## config.mk

```make
export PLATFORM = sky130hd
export DESIGN_NAME = wb_queue_flat
export DESIGN_NICKNAME = d
export VERILOG_FILES = /design/src/rtl/wb_queue_if.sv /design/src/rtl/wb_queue.sv /design/src/flat_wrapper.sv
export SDC_FILE = /design/constraint.sdc
export NUM_CORES = 1
export LEC_CHECK = 0
export CAP_MARGIN = 20
export CORE_MARGIN = 2
export CORE_UTILIZATION = 50
export CTS_BUF_LIST = sky130_fd_sc_hd__clkbuf_16
export CTS_CLUSTER_SIZE = 14
export DETAILED_ROUTE_END_ITERATION = 8
export PLACE_DENSITY = 0.74
export SETUP_SLACK_MARGIN = 0.5
export SLEW_MARGIN = 20
export SYNTH_ARGS = -nofsm -noshare
export SYNTH_HDL_FRONTEND = slang
export SYNTH_SLANG_ARGS = --single-unit
```

## constraint.sdc

```tcl
create_clock -name clock -period 9.51 [get_ports clock]
set_input_delay 1.902 -clock clock [delete_from_list [all_inputs] [get_ports clock]]
set_output_delay 1.902 -clock clock [all_outputs]
set_load 0.02 [all_outputs]
```

## src/rtl/wb_queue_if.sv

```systemverilog
// ============================================================================
// Module      : wb_queue_if
// Description : Writeback queue bus: producer handshakes, register-file write
//               port and decode lookup ports.
// Revision    : 1.0 - initial release
// ============================================================================
`default_nettype none

interface wb_queue_if #(
  parameter int ADDR_WIDTH = 5,
  parameter int DATA_WIDTH = 32,
  parameter int DEPTH      = 4
);
  logic                         alu_valid_ip;
  logic [ADDR_WIDTH-1:0]        alu_addr_ip;
  logic [DATA_WIDTH-1:0]        alu_data_ip;
  logic                         alu_ready_op;
  logic                         lsu_valid_ip;
  logic [ADDR_WIDTH-1:0]        lsu_addr_ip;
  logic [DATA_WIDTH-1:0]        lsu_data_ip;
  logic                         lsu_ready_op;
  logic [ADDR_WIDTH-1:0]        waddr_a_op;
  logic [DATA_WIDTH-1:0]        wdata_a_op;
  logic                         we_a_op;
  logic [ADDR_WIDTH-1:0]        raddr_a_ip;
  logic [ADDR_WIDTH-1:0]        raddr_b_ip;
  logic                         hit_a_op;
  logic                         hit_b_op;
  logic [DATA_WIDTH-1:0]        fwd_a_op;
  logic [DATA_WIDTH-1:0]        fwd_b_op;
  logic [$clog2(DEPTH):0]       count_op;

  modport master (
    output alu_valid_ip, alu_addr_ip, alu_data_ip,
    input  alu_ready_op,
    output lsu_valid_ip, lsu_addr_ip, lsu_data_ip,
    input  lsu_ready_op,
    input  waddr_a_op, wdata_a_op, we_a_op,
    output raddr_a_ip, raddr_b_ip,
    input  hit_a_op, hit_b_op, fwd_a_op, fwd_b_op,
    input  count_op
  );

  modport slave (
    input  alu_valid_ip, alu_addr_ip, alu_data_ip,
    output alu_ready_op,
    input  lsu_valid_ip, lsu_addr_ip, lsu_data_ip,
    output lsu_ready_op,
    output waddr_a_op, wdata_a_op, we_a_op,
    input  raddr_a_ip, raddr_b_ip,
    output hit_a_op, hit_b_op, fwd_a_op, fwd_b_op,
    output count_op
  );
endinterface

`default_nettype wire

```

## src/rtl/wb_queue.sv

```systemverilog
// ============================================================================
// Module      : wb_queue
// Description : In-order writeback FIFO with ALU-priority arbitration, one
//               register-file write per cycle and two forwarding lookups.
// Revision    : 1.0 - initial release
// ============================================================================
`default_nettype none

module wb_queue #(
  parameter int ADDR_WIDTH = 5,
  parameter int DATA_WIDTH = 32,
  parameter int DEPTH      = 4
) (
  input  wire         clock,
  input  wire         reset,
  wb_queue_if.slave   bus
);

  localparam int c_PTR_W = $clog2(DEPTH);
  localparam int c_CNT_W = c_PTR_W + 1;
  localparam logic [c_CNT_W-1:0] c_FULL = c_CNT_W'(DEPTH);

  logic [ADDR_WIDTH-1:0] r_addr [DEPTH];
  logic [DATA_WIDTH-1:0] r_data [DEPTH];
  logic [c_PTR_W-1:0]    r_head;
  logic [c_PTR_W-1:0]    r_tail;
  logic [c_CNT_W-1:0]    r_count;

  logic                  w_not_full;
  logic                  w_alu_fire;
  logic                  w_lsu_fire;
  logic                  w_push;
  logic                  w_pop;
  logic [ADDR_WIDTH-1:0] w_enq_addr;
  logic [DATA_WIDTH-1:0] w_enq_data;
  logic [DATA_WIDTH:0]   w_look_a;
  logic [DATA_WIDTH:0]   w_look_b;

  // Ready is a function of registered occupancy only, never of the same-cycle pop.
  assign w_not_full       = (r_count != c_FULL);
  assign bus.alu_ready_op = w_not_full;
  assign bus.lsu_ready_op = w_not_full & ~bus.alu_valid_ip;

  assign w_alu_fire = bus.alu_valid_ip & bus.alu_ready_op;
  assign w_lsu_fire = bus.lsu_valid_ip & bus.lsu_ready_op;
  assign w_enq_addr = w_alu_fire ? bus.alu_addr_ip : bus.lsu_addr_ip;
  assign w_enq_data = w_alu_fire ? bus.alu_data_ip : bus.lsu_data_ip;

  // Writes to r0 complete their handshake but are dropped here.
  assign w_push = (w_alu_fire | w_lsu_fire) & (w_enq_addr != '0);
  assign w_pop  = (r_count != '0);

  assign bus.we_a_op    = w_pop;
  assign bus.waddr_a_op = w_pop ? r_addr[r_head] : '0;
  assign bus.wdata_a_op = w_pop ? r_data[r_head] : '0;
  assign bus.count_op   = r_count;

  // Scan oldest to youngest so the youngest match is the one that sticks.
  function automatic logic [DATA_WIDTH:0] f_lookup(input logic [ADDR_WIDTH-1:0] raddr);
    logic [DATA_WIDTH:0] res;
    logic [c_PTR_W-1:0]  idx;
    res = '0;
    for (int i = 0; i < DEPTH; i++) begin
      idx = r_head + c_PTR_W'(i);
      if ((c_CNT_W'(i) < r_count) && (r_addr[idx] == raddr) && (raddr != '0))
        res = {1'b1, r_data[idx]};
    end
    return res;
  endfunction

  always_comb begin
    w_look_a = f_lookup(bus.raddr_a_ip);
    w_look_b = f_lookup(bus.raddr_b_ip);
  end

  assign bus.hit_a_op = w_look_a[DATA_WIDTH];
  assign bus.fwd_a_op = w_look_a[DATA_WIDTH-1:0];
  assign bus.hit_b_op = w_look_b[DATA_WIDTH];
  assign bus.fwd_b_op = w_look_b[DATA_WIDTH-1:0];

  always_ff @(posedge clock or posedge reset) begin
    if (reset) begin
      r_head  <= '0;
      r_tail  <= '0;
      r_count <= '0;
      for (int i = 0; i < DEPTH; i++) begin
        r_addr[i] <= '0;
        r_data[i] <= '0;
      end
    end else begin
      if (w_push) begin
        r_addr[r_tail] <= w_enq_addr;
        r_data[r_tail] <= w_enq_data;
        r_tail         <= r_tail + c_PTR_W'(1);
      end
      if (w_pop)
        r_head <= r_head + c_PTR_W'(1);
      case ({w_push, w_pop})
        2'b10:   r_count <= r_count + c_CNT_W'(1);
        2'b01:   r_count <= r_count - c_CNT_W'(1);
        default: r_count <= r_count;
      endcase
    end
  end

endmodule

`default_nettype wire
```

## src/flat_wrapper.sv

```systemverilog
// flat-port wrapper written by rule: the top's interface ports become plain ports
module wb_queue_flat 
#(
  parameter int ADDR_WIDTH = 5,
  parameter int DATA_WIDTH = 32,
  parameter int DEPTH      = 4
)
  (clock, reset, bus_alu_valid_ip, bus_alu_addr_ip, bus_alu_data_ip, bus_alu_ready_op, bus_lsu_valid_ip, bus_lsu_addr_ip, bus_lsu_data_ip, bus_lsu_ready_op, bus_waddr_a_op, bus_wdata_a_op, bus_we_a_op, bus_raddr_a_ip, bus_raddr_b_ip, bus_hit_a_op, bus_hit_b_op, bus_fwd_a_op, bus_fwd_b_op, bus_count_op);
  wb_queue_if #(.ADDR_WIDTH(ADDR_WIDTH), .DATA_WIDTH(DATA_WIDTH), .DEPTH(DEPTH)) bus_i ();
  input  wire clock;
  input  wire reset;
  input wire logic [$bits(bus_i.alu_valid_ip)-1:0] bus_alu_valid_ip;
  input wire logic [$bits(bus_i.alu_addr_ip)-1:0] bus_alu_addr_ip;
  input wire logic [$bits(bus_i.alu_data_ip)-1:0] bus_alu_data_ip;
  output wire logic [$bits(bus_i.alu_ready_op)-1:0] bus_alu_ready_op;
  input wire logic [$bits(bus_i.lsu_valid_ip)-1:0] bus_lsu_valid_ip;
  input wire logic [$bits(bus_i.lsu_addr_ip)-1:0] bus_lsu_addr_ip;
  input wire logic [$bits(bus_i.lsu_data_ip)-1:0] bus_lsu_data_ip;
  output wire logic [$bits(bus_i.lsu_ready_op)-1:0] bus_lsu_ready_op;
  output wire logic [$bits(bus_i.waddr_a_op)-1:0] bus_waddr_a_op;
  output wire logic [$bits(bus_i.wdata_a_op)-1:0] bus_wdata_a_op;
  output wire logic [$bits(bus_i.we_a_op)-1:0] bus_we_a_op;
  input wire logic [$bits(bus_i.raddr_a_ip)-1:0] bus_raddr_a_ip;
  input wire logic [$bits(bus_i.raddr_b_ip)-1:0] bus_raddr_b_ip;
  output wire logic [$bits(bus_i.hit_a_op)-1:0] bus_hit_a_op;
  output wire logic [$bits(bus_i.hit_b_op)-1:0] bus_hit_b_op;
  output wire logic [$bits(bus_i.fwd_a_op)-1:0] bus_fwd_a_op;
  output wire logic [$bits(bus_i.fwd_b_op)-1:0] bus_fwd_b_op;
  output wire logic [$bits(bus_i.count_op)-1:0] bus_count_op;
  assign bus_i.alu_valid_ip = bus_alu_valid_ip;
  assign bus_i.alu_addr_ip = bus_alu_addr_ip;
  assign bus_i.alu_data_ip = bus_alu_data_ip;
  assign bus_alu_ready_op = bus_i.alu_ready_op;
  assign bus_i.lsu_valid_ip = bus_lsu_valid_ip;
  assign bus_i.lsu_addr_ip = bus_lsu_addr_ip;
  assign bus_i.lsu_data_ip = bus_lsu_data_ip;
  assign bus_lsu_ready_op = bus_i.lsu_ready_op;
  assign bus_waddr_a_op = bus_i.waddr_a_op;
  assign bus_wdata_a_op = bus_i.wdata_a_op;
  assign bus_we_a_op = bus_i.we_a_op;
  assign bus_i.raddr_a_ip = bus_raddr_a_ip;
  assign bus_i.raddr_b_ip = bus_raddr_b_ip;
  assign bus_hit_a_op = bus_i.hit_a_op;
  assign bus_hit_b_op = bus_i.hit_b_op;
  assign bus_fwd_a_op = bus_i.fwd_a_op;
  assign bus_fwd_b_op = bus_i.fwd_b_op;
  assign bus_count_op = bus_i.count_op;
  wb_queue #(.ADDR_WIDTH(ADDR_WIDTH), .DATA_WIDTH(DATA_WIDTH), .DEPTH(DEPTH)) u_core (.clock(clock), .reset(reset), .bus(bus_i));
endmodule
```

==> results of run 1 <==
## logic make-up after synthesis
family                   share of synthesized area (%)
flip-flops                                       32.66
AND/OR/NAND/NOR                                  12.93
multiplexers                                     22.56
adder cells (fa/ha/maj)                         0.9482
buffers and inverters                            5.141
AO/OA/AOI/OAI                                    22.17
XOR/XNOR                                         3.603
## final timing paths
check                                    end  slack [ns]  cells after the start
setup reg to reg           u_core.r_data[94]        5.32                     10
setup / recovery            bus_fwd_b_op[19]        1.98                      9
hold / removal             u_core.r_data[63]        0.50                      2
max in group asynchronous   u_core.r_head[1]        6.06                      3
min in group asynchronous  u_core.r_data[37]        1.99                      2
hold reg to reg            u_core.r_data[63]        0.50                      2
## worst max-delay path: stages
cell             delay (ns)
clkdlybuf4s50_1        0.70
xnor2_1                0.15
nor4_1                 0.36
mux2i_1                0.18
o21ai_2                0.86
buf_4                  0.41
a2bb2oi_1              0.31
o21ai_0                0.17
clkdlybuf4s50_1        0.57
## registers in the layout, summed over array words and instances, names as in the netlist
| register | count |
|---|---|
| u_core.r_data | 128 |
| u_core.r_addr | 20 |
| u_core.bus.count_op | 3 |
| u_core.r_head | 2 |
| u_core.r_tail | 2 |
## through the flow
step           area (µm²)  utilization, %
2_1_floorplan       11880               -
3_3_place_gp        13900           59.39
3_5_place_dp        13900           59.39
4_1_cts             14450           61.76
5_1_grt             14450           61.76
6_report            14450           61.76
## routing by layer
layer  wire [µm]  GRT usage, %
met4         737         8.709
met3        2582         4.982
met2       16250         46.73
met5           0             0
met1       15790         39.16
## power breakdown
part           internal (W)  switching [W]
sequential         0.000984       0.000336
clock              0.000343       0.000304
combinational       0.00174        0.00234
## synthesized netlist by cell type (2+ instances only)
cell type and n:
buf_1 15, a22o_1 28, o21a_1 3, nor2_1 77
a211oi_1 5, mux2_2 92, o31a_1 2, nor4_2 2
xnor2_1 35, o21ai_0 253, a2bb2oi_1 28, and2_1 7
nor3_1 10, dfrtp_1 155, ha_1 9, nand3b_1 3
xor2_1 12, nand3_1 3, buf_6 6, o221ai_1 28
and3_1 2, a31oi_1 2, or4_1 2, buf_2 32
inv_1 9, clkbuf_1 77, mux2i_1 138, nor4_1 5
o21ai_1 17, a21oi_1 63, nand2_1 261, o31ai_1 4
mux4_2 10
## area by class of cell
cell class / instances / area, µm²
fillers: 2058 / 8950
multi-input cells: 1119 / 7450
flip-flops and latches: 155 / 3886
repair buffers: 217 / 2120
clock buffers: 17 / 425.4
well taps: 319 / 399.1
clock inverters: 15 / 127.6
inverters: 10 / 45.04
==> results.ini, run 1 <==
[cells_and_area]
area_delta_synth_final_pct=21.69
diodes=0
drive_above_1_share_pct=11.74
instances_no_fill=1852
final_cell_mix=nand2_1, o21ai_0, clkdlybuf4s50_1
layout.nets=1617
final_common_cell=nand2_1

[sta]
fin_crit_ns=7.527
tightest_slew_ns=1.111
tns_ns=0
hold_ws_ns=0.4990
finalSetupViolCount=0
hold_viol_final=0
setup_ws_ns=1.983
period_share_pct=79.15
rsz0062_at_grt=false
finClkSkew_ns=0.01698
fmax_ghz=0.1329
slew_viol_final=0
relSlewSlack_pct=25.91

[routing]
wl_mm=35.36
drtAntennaViolNets=0
drtIter0Drc=1009
first_pass_iters=6
drcViolationCount=0
vias=11040
routed_via_density=5.963
wl_per_cell_um=19.09

[critical_path]
worstSetupEndpointType=output pin
critPathKind=input pin to output pin
cp.arrival_ns=5.63
path_max_fanout=18
cp-startpoint=bus_raddr_b_ip[2]
start_kind=input pin
r2r-start=u_core.bus.count_op[0]
required_ns=7.61

[global_routing]
antenna_found_initial=0
grt_pass1_vias=10760
grt_pass1_wl_mm=56.41
grt_usage_pct=28.70
grt_max_degree=106
grt_overflow=0

[placement]
port_buffers=196
dp_cells=1820
post-place-ws_ns=2.086
gp_congestion=0.9486
hpwl_mm=24.34

[die]
rows=56
core-area_um2=23400
fp.dieH_um=158.1
start_util_pct=50.75
die_area_um2=25000
ioPinCount=197
die_x_um=158.1

[clocking]
cts_made_buffers=17
clock_tree.root_cell=clkbuf_16
post_cts_resized=0
cts_max_path_buffers=2
ctsHoldBuffers=0
cts_tree=done
cts.clk_slew.worst_paths_ns=0.06
postCtsSetupRepairBufs=0
clk_latency_ns=0.43
htree_levels=4
numClockSinks=155

[synthesis]
ys_seq_area_share_pct=32.66
synth_area_um2=11880
ys_types=52
yosys_register_bits=155
async_flop_share_pct=100.0
synth_top_area_cell=dfrtp_1
synth_cells=1414
synthTopCellsByArea=dfrtp_1, mux2i_1, o21ai_0, mux2_2, nand2_1
synth-main-ff-cell=dfrtp_1
synth-edff-count=0
yosysWarningCount=0
synth_nets=1511
syn_area_per_cell_um2=8.399
synth_top_area_share_pct=32.66

[outcome]
outcome=finished clean

[hold_path]
hold_start=u_core.r_data[63]
hold_path.class=flip-flop to flip-flop

[pwr]
power.density_nw_per_um2=418.3
finalPower_w=0.006046
peakVddDrop_uv=266.8
p_leak_nw=6.148

[flow_run]
maxCapViolCount=0

Power figures use the tool's default switching activity.
==> run 2, diff against run 1 <==
==> constraint.sdc (replaced) <==
create_clock -name clock -period 7.5 [get_ports clock]
set_input_delay 1.5 -clock clock [delete_from_list [all_inputs] [get_ports clock]]
set_output_delay 1.5 -clock clock [all_outputs]
set_load 0.02 [all_outputs]
==> run 2 against run 1 <==
Combinational power grew 25%. Flip-flop and latch count is the same. Clock power grew 23%. First-iteration DRC count shrank 7.8%. Design area is essentially flat. Core utilization is essentially flat. Sequential power grew 27%. Worst hold slack is essentially flat. Worst setup slack lost 1.1 ns. Routed wire length shrank 3.3%. Power grew 26%. Critical path type unchanged. Largest power group unchanged. Highest routed layer unchanged.
==> results.ini, run 2 (synthesis gave the netlist of run 1 again) <==
[hold_path]
whs_path_depth=2  ; unchanged
hold_path.class=flip-flop to flip-flop
hold_end=u_core.r_data[62]
hold_start=u_core.r_data[62]

[critical_path]
critPathKind=input pin to output pin
required_ns=6.00  ; -1.61 ns
ff2ff_path_depth=10  ; unchanged
regToRegEndpoint=u_core.r_addr[18]
r2r_setup_slack_ns=3.04  ; -2.28 ns
start_kind=input pin
cp.arrival_ns=5.08  ; -0.55 ns
r2r-start=u_core.bus.count_op[0]
path_max_fanout=23  ; +5
worstSetupEndpointType=output pin

[die]
die_area_um2=25000  ; unchanged
start_util_pct=50.75  ; unchanged
core-area_um2=23400  ; unchanged
die_x_um=158.1  ; unchanged
ioPinCount=197  ; unchanged
fp.dieH_um=158.1  ; unchanged
rows=56  ; unchanged

[pwr]
power_frac_comb_pct=67.4  ; about the same
p_leak_nw=6.150  ; about the same
power.density_nw_per_um2=525.5  ; +26%
p_int_w=0.003882  ; +27%
peakVddDrop_uv=299.8  ; +12%
swShare_pct=48.92  ; -0.33 points
p_clk_share_pct=10.5  ; -0.2 points
p_seq_share_pct=22.1  ; +0.3 points
p_switching_w=0.003719  ; +25%

[routing]
drcViolationCount=0  ; unchanged
wl_mm=34.18  ; -3.3%
drtAntennaViolNets=0  ; unchanged
wl_per_cell_um=18.43  ; -3.5%
routed_via_density=5.911  ; -0.88%
first_pass_iters=5  ; -1
drtIter0Drc=930  ; -7.8%
vias=10960  ; -0.72%

[cells_and_area]
design_area_um2=14460  ; about the same
seq_area_um2=3886  ; unchanged
nFillCells=2087  ; +1.4%
diodes=0  ; unchanged
final_cell_mix=nand2_1, o21ai_0, clkdlybuf4s50_1
largest_register_ffs=128  ; unchanged
multi_input_area_um2=7450  ; unchanged
layout.nets=1620  ; +0.19%
max_flop_register=u_core.r_data
area_delta_synth_final_pct=21.79  ; about the same
final_common_cell=nand2_1
drive_above_1_share_pct=11.78  ; +0.042 points

[sta]
slew_viol_final=0  ; unchanged
tightest_slew_ns=1.057  ; -0.05466 ns
finClkSkew_ns=0.009692  ; -0.007292 ns
finalSetupViolCount=0  ; unchanged
hold_viol_final=0  ; unchanged
fmax_ghz=0.1519
relSlewSlack_pct=28.97  ; +3.1 points
fin_crit_ns=6.583
tns_ns=0  ; unchanged
period_share_pct=87.78
rsz0062_at_grt=false

[flow_run]
maxCapViolCount=0  ; unchanged

[global_routing]
grt.busiest_layer=met2
grt_overflow=0  ; unchanged
use_met2_pct=45.57  ; -1.2 points
antenna_found_initial=0  ; unchanged
grt_max_degree=98  ; -7.5%
gr-usage-met1_pct=37.62  ; -1.5 points
grt_pass1_wl_mm=54.81  ; -2.8%
grt_pass1_vias=10530  ; -2.1%
met3_usage_pct=4.380  ; -0.60 points
grt_usage_pct=27.87  ; -0.83 points

[clocking]
cts_max_path_buffers=2  ; unchanged
cts_tree=done
clock_tree.root_cell=clkbuf_16
htree_levels=4  ; unchanged
clk_latency_ns=0.43  ; about the same
cts.clk_slew.worst_paths_ns=0.06  ; about the same
ctsHoldBuffers=0  ; unchanged
postCtsSetupRepairBufs=0  ; unchanged
post_cts_resized=0  ; unchanged
numClockSinks=155  ; unchanged
cts_made_buffers=17  ; unchanged

[placement]
hpwl_mm=23.85  ; -2.0%
place_area_um2=13920  ; +0.16%
port_buffers=196  ; unchanged
gp_congestion=0.9580  ; +0.99%

[outcome]
outcome=finished clean

==> run 2: cell count changes in the layout (fill, tap and decap cells not counted), sizes merged <==
| cell | change |
|---|---|
| buf | +3 |
| clkinvlp | +3 |
| inv | -2 |
| clkinv | -1 |
==> run 2: how the worst max path moves through the flow <==
stage | start | to | slack [ns] | cells past startpoint
global placement | bus_raddr_b_ip[1] | bus_fwd_b_op[13] | 0.99 | 9
floorplan | reset | u_core.bus.count_op[0] | 1.82 | 1
finish | bus_raddr_b_ip[2] | bus_fwd_b_op[13] | 0.92 | 9
CTS | bus_raddr_b_ip[2] | bus_fwd_b_op[13] | 0.95 | 9
global route | bus_raddr_b_ip[2] | bus_fwd_b_op[13] | 0.78 | 9
detailed placement | bus_raddr_b_ip[2] | bus_fwd_b_op[13] | 0.97 | 9
==> run 2: per-layer routing <==
| metal | part of all wire [%] | vias to the layer above |
|---|---|---|
| li1 | - | 5268 |
| met1 | 45 | 5216 |
| met2 | 46 | 424 |
| met3 | 6.9 | 56 |
| met4 | 2.2 | 0 |
| met5 | 0 | - |
==> run 2: power groups by stage <==
stage	Combinational [W]	Sequential (W)	Clock (W)
floorplan	0.00369	0.00150	0
global placement	0.00499	0.00165	0
detailed placement	0.00507	0.00168	0
CTS	0.00509	0.00167	0.000807
global route	0.00560	0.00175	0.000849
finish	0.00512	0.00168	0.000799
==> run 2: stage by stage <==
stage	worst slack (ns)	utilization [%]	hold WS (ns)	cells	power [W]
6_report	0.9168	61.81	0.4989	1855	0.007601
4_1_cts	0.9505	61.81	0.5014	1855	0.007571
5_1_grt	0.7830	61.81	0.5297	1855	0.008197
2_1_floorplan	1.822	-	0.4621	1414	0.005185
3_5_place_dp	0.9680	59.49	0.4874	1823	0.006749
3_3_place_gp	0.9898	59.49	0.4762	1823	0.006642
==> run 2: area by class of cell <==
cell class | instances | area share, %
clock buffers | 17 | 2.941
repair buffers | 220 | 14.81
multi-input cells | 1119 | 51.51
clock inverters | 15 | 0.8045
well taps | 319 | 2.760
inverters | 10 | 0.3114
flip-flops and latches | 155 | 26.87
==> run 2: worst max-delay path: stages <==
cell and delay [ns]:
clkdlybuf4s50_1 0.67, xnor2_1 0.15, nor4_1 0.33, mux2i_1 0.22, nor2_4 0.43, buf_4 0.43
mux2_2 0.38, o21ai_0 0.27, clkdlybuf4s50_1 0.69
==> run 3, diff against run 2 <==
--- a/config.mk
+++ b/config.mk
@@ -6,12 +6,14 @@
 export NUM_CORES = 1
 export LEC_CHECK = 0
 export CAP_MARGIN = 20
+export CELL_PAD_IN_SITES_DETAIL_PLACEMENT = 0
+export CELL_PAD_IN_SITES_GLOBAL_PLACEMENT = 1
 export CORE_MARGIN = 2
-export CORE_UTILIZATION = 50
+export CORE_UTILIZATION = 41
 export CTS_BUF_LIST = sky130_fd_sc_hd__clkbuf_16
 export CTS_CLUSTER_SIZE = 14
 export DETAILED_ROUTE_END_ITERATION = 8
-export PLACE_DENSITY = 0.74
+export PLACE_DENSITY = 0.8
 export SETUP_SLACK_MARGIN = 0.5
 export SLEW_MARGIN = 20
 export SYNTH_ARGS = -nofsm -noshare
==> run 3 against run 2 <==
Flip-flop and latch count did not move. Via count is 1.7% lower. Worst setup slack worse by 0.087 ns. Count of clock-buffer cells in the layout unchanged. Critical path depth unchanged. Core utilization shrank 11 points. Design area is 0.94% higher. Largest cell class unchanged. Highest routed layer unchanged.
==> results.ini, run 3 (synthesis gave the netlist of run 1 again) <==
[sta]
hold_viol_final=0  ; unchanged
relSlewSlack_pct=25.09  ; -3.9 points
fmax_ghz=0.1499  ; -1.3%
tns_ns=0  ; unchanged
period_share_pct=88.94  ; +1.2 points
hold_ws_ns=0.4948  ; -0.004171 ns
tightest_slew_ns=1.123  ; +0.06686 ns
finalSetupViolCount=0  ; unchanged
rsz0062_at_grt=false
slew_viol_final=0  ; unchanged
finClkSkew_ns=0.01141  ; +0.001719 ns
fin_crit_ns=6.670  ; +0.08709 ns

[critical_path]
start_kind=input pin
required_ns=6.00  ; about the same
cp_top_family=buffers and inverters
crit_chain=clkdlybuf4s50_1 > xnor2_1 > nor4_1 > mux2i_1 > nor2_4 > buf_4 > mux2_2 > o21ai_0 > clkdlybuf4s50_1
critPathKind=input pin to output pin
cpPeakStageDelay_ns=0.69  ; about the same
critPathBufInv=3  ; unchanged
cp_common_cell=clkdlybuf4s50_1
path_max_fanout=21  ; -8.7%
worstSetupEndpointType=output pin
crit_slowest_cell=clkdlybuf4s50_1
cp.arrival_ns=5.17  ; +0.09 ns

[cells_and_area]
layout.nets=1622  ; +0.12%
final_common_cell=nand2_1
area_delta_synth_final_pct=22.94
final_util_pct=51.01  ; -11 points
design_area_um2=14600  ; +0.94%
drive_above_1_share_pct=11.91  ; +0.12 points
final_cell_mix=nand2_1, o21ai_0, clkdlybuf4s50_1
largest_register_ffs=128  ; unchanged
max_flop_register=u_core.r_data
diodes=0  ; unchanged

[die]
die_x_um=174.2  ; +10%
start_util_pct=41.49  ; -9.3 points
fp.dieH_um=174.2  ; +10%
core-area_um2=28630  ; +22%
ioPinCount=197  ; unchanged
rows=62  ; +11%
die_area_um2=30340  ; +21%

[global_routing]
grt_overflow=0  ; unchanged
antenna_found_initial=0  ; unchanged
grt_pass1_vias=10390  ; -1.3%
grt_max_degree=98  ; unchanged
grt_pass1_wl_mm=57.86  ; +5.6%
grt_usage_pct=24.15  ; -3.7 points

[clocking]
numClockSinks=155  ; unchanged
cts.clk_slew.worst_paths_ns=0.06  ; about the same
ctsHoldBuffers=0  ; unchanged
cts_made_buffers=17  ; unchanged
clock_tree.root_cell=clkbuf_16
postCtsSetupRepairBufs=0  ; unchanged
clk_latency_ns=0.43  ; about the same
post_cts_resized=0  ; unchanged
cts_tree=done
cts_max_path_buffers=2  ; unchanged
htree_levels=4  ; unchanged

[hold_path]
hold_path.class=flip-flop to flip-flop

[routing]
wl_mm=36.66  ; +7.2%
drtIter0Drc=858  ; -7.7%
drtAntennaViolNets=0  ; unchanged
routed_via_density=5.613  ; -5.0%
first_pass_iters=6  ; +1
vias=10780  ; -1.7%
wl_per_cell_um=19.08  ; +3.6%
drcViolationCount=0  ; unchanged

[pwr]
finalPower_w=0.007694  ; +1.2%
peakVddDrop_uv=275.3  ; -8.2%
p_leak_nw=6.186  ; +0.59%
power.density_nw_per_um2=527.0  ; +0.28%

[placement]
hpwl_mm=25.13  ; +5.4%
place_area_um2=14040  ; +0.84%
gp_congestion=0.8938  ; -6.7%
port_buffers=196  ; unchanged

[outcome]
outcome=finished clean

[flow_run]
maxCapViolCount=0  ; unchanged

==> run 3: path summary, 6_finish.rpt <==
| path | slack, ns | startpoint | endpoint | depth (start not counted) |
|---|---|---|---|---|
| max in group asynchronous | 4.53 | reset | u_core.r_data[120] | 3 |
| min in group asynchronous | 1.62 | reset | u_core.r_addr[2] | 2 |
| worst min-delay path | 0.49 | u_core.r_data[104] | u_core.r_data[104] | 2 |
| worst min register to register | 0.49 | u_core.r_data[104] | u_core.r_data[104] | 2 |
| worst max-delay path | 0.83 | bus_raddr_b_ip[1] | bus_fwd_b_op[21] | 9 |
| worst max register to register | 3.39 | u_core.bus.count_op[0] | u_core.r_data[49] | 10 |
==> run 3: per-layer routing <==
metal  wire length, µm  GRT usage [%]  vias up
li1                  -              -     5272
met1             17190          33.18     5152
met2             16910          39.52      322
met3              1924          3.871       37
met4               633          6.548        0
met5                 0              0        -
==> run 3: stage by stage <==
| stage | setup WS [ns] | cells |
|---|---|---|
| 2_1_floorplan | 1.822 | 1414 |
| 3_3_place_gp | 0.9662 | 1889 |
| 3_5_place_dp | 0.8691 | 1890 |
| 4_1_cts | 0.9086 | 1921 |
| 5_1_grt | 0.6361 | 1921 |
| 6_report | 0.8297 | 1921 |
==> run 3: tightest hold or removal path: cells and delay by family, from the launching register on <==
kind               cells  cell delay (ns)
DFF                    1             0.35
AOI/OAI and AO/OA      1             0.06
and+or+nand+nor        1             0.05
==> run 3: final cells by class <==
| cell class | instances | area (µm²) |
|---|---|---|
| Timing Repair Buffer | 222 | 2177 |
| Clock buffer | 17 | 425.4 |
| Inverter | 10 | 45.04 |
| Clock inverter | 14 | 136.4 |
| Fill cell | 2678 | 14020 |
| Multi-Input combinational cell | 1119 | 7450 |
| Tap cell | 384 | 480.5 |
| Sequential cell | 155 | 3886 |
==> run 3: power by group <==
group	switching, W	internal [W]
clock	0.000388	0.000463
combinational	0.00293	0.00221
sequential	0.000455	0.00125
total	0.00377	0.00392
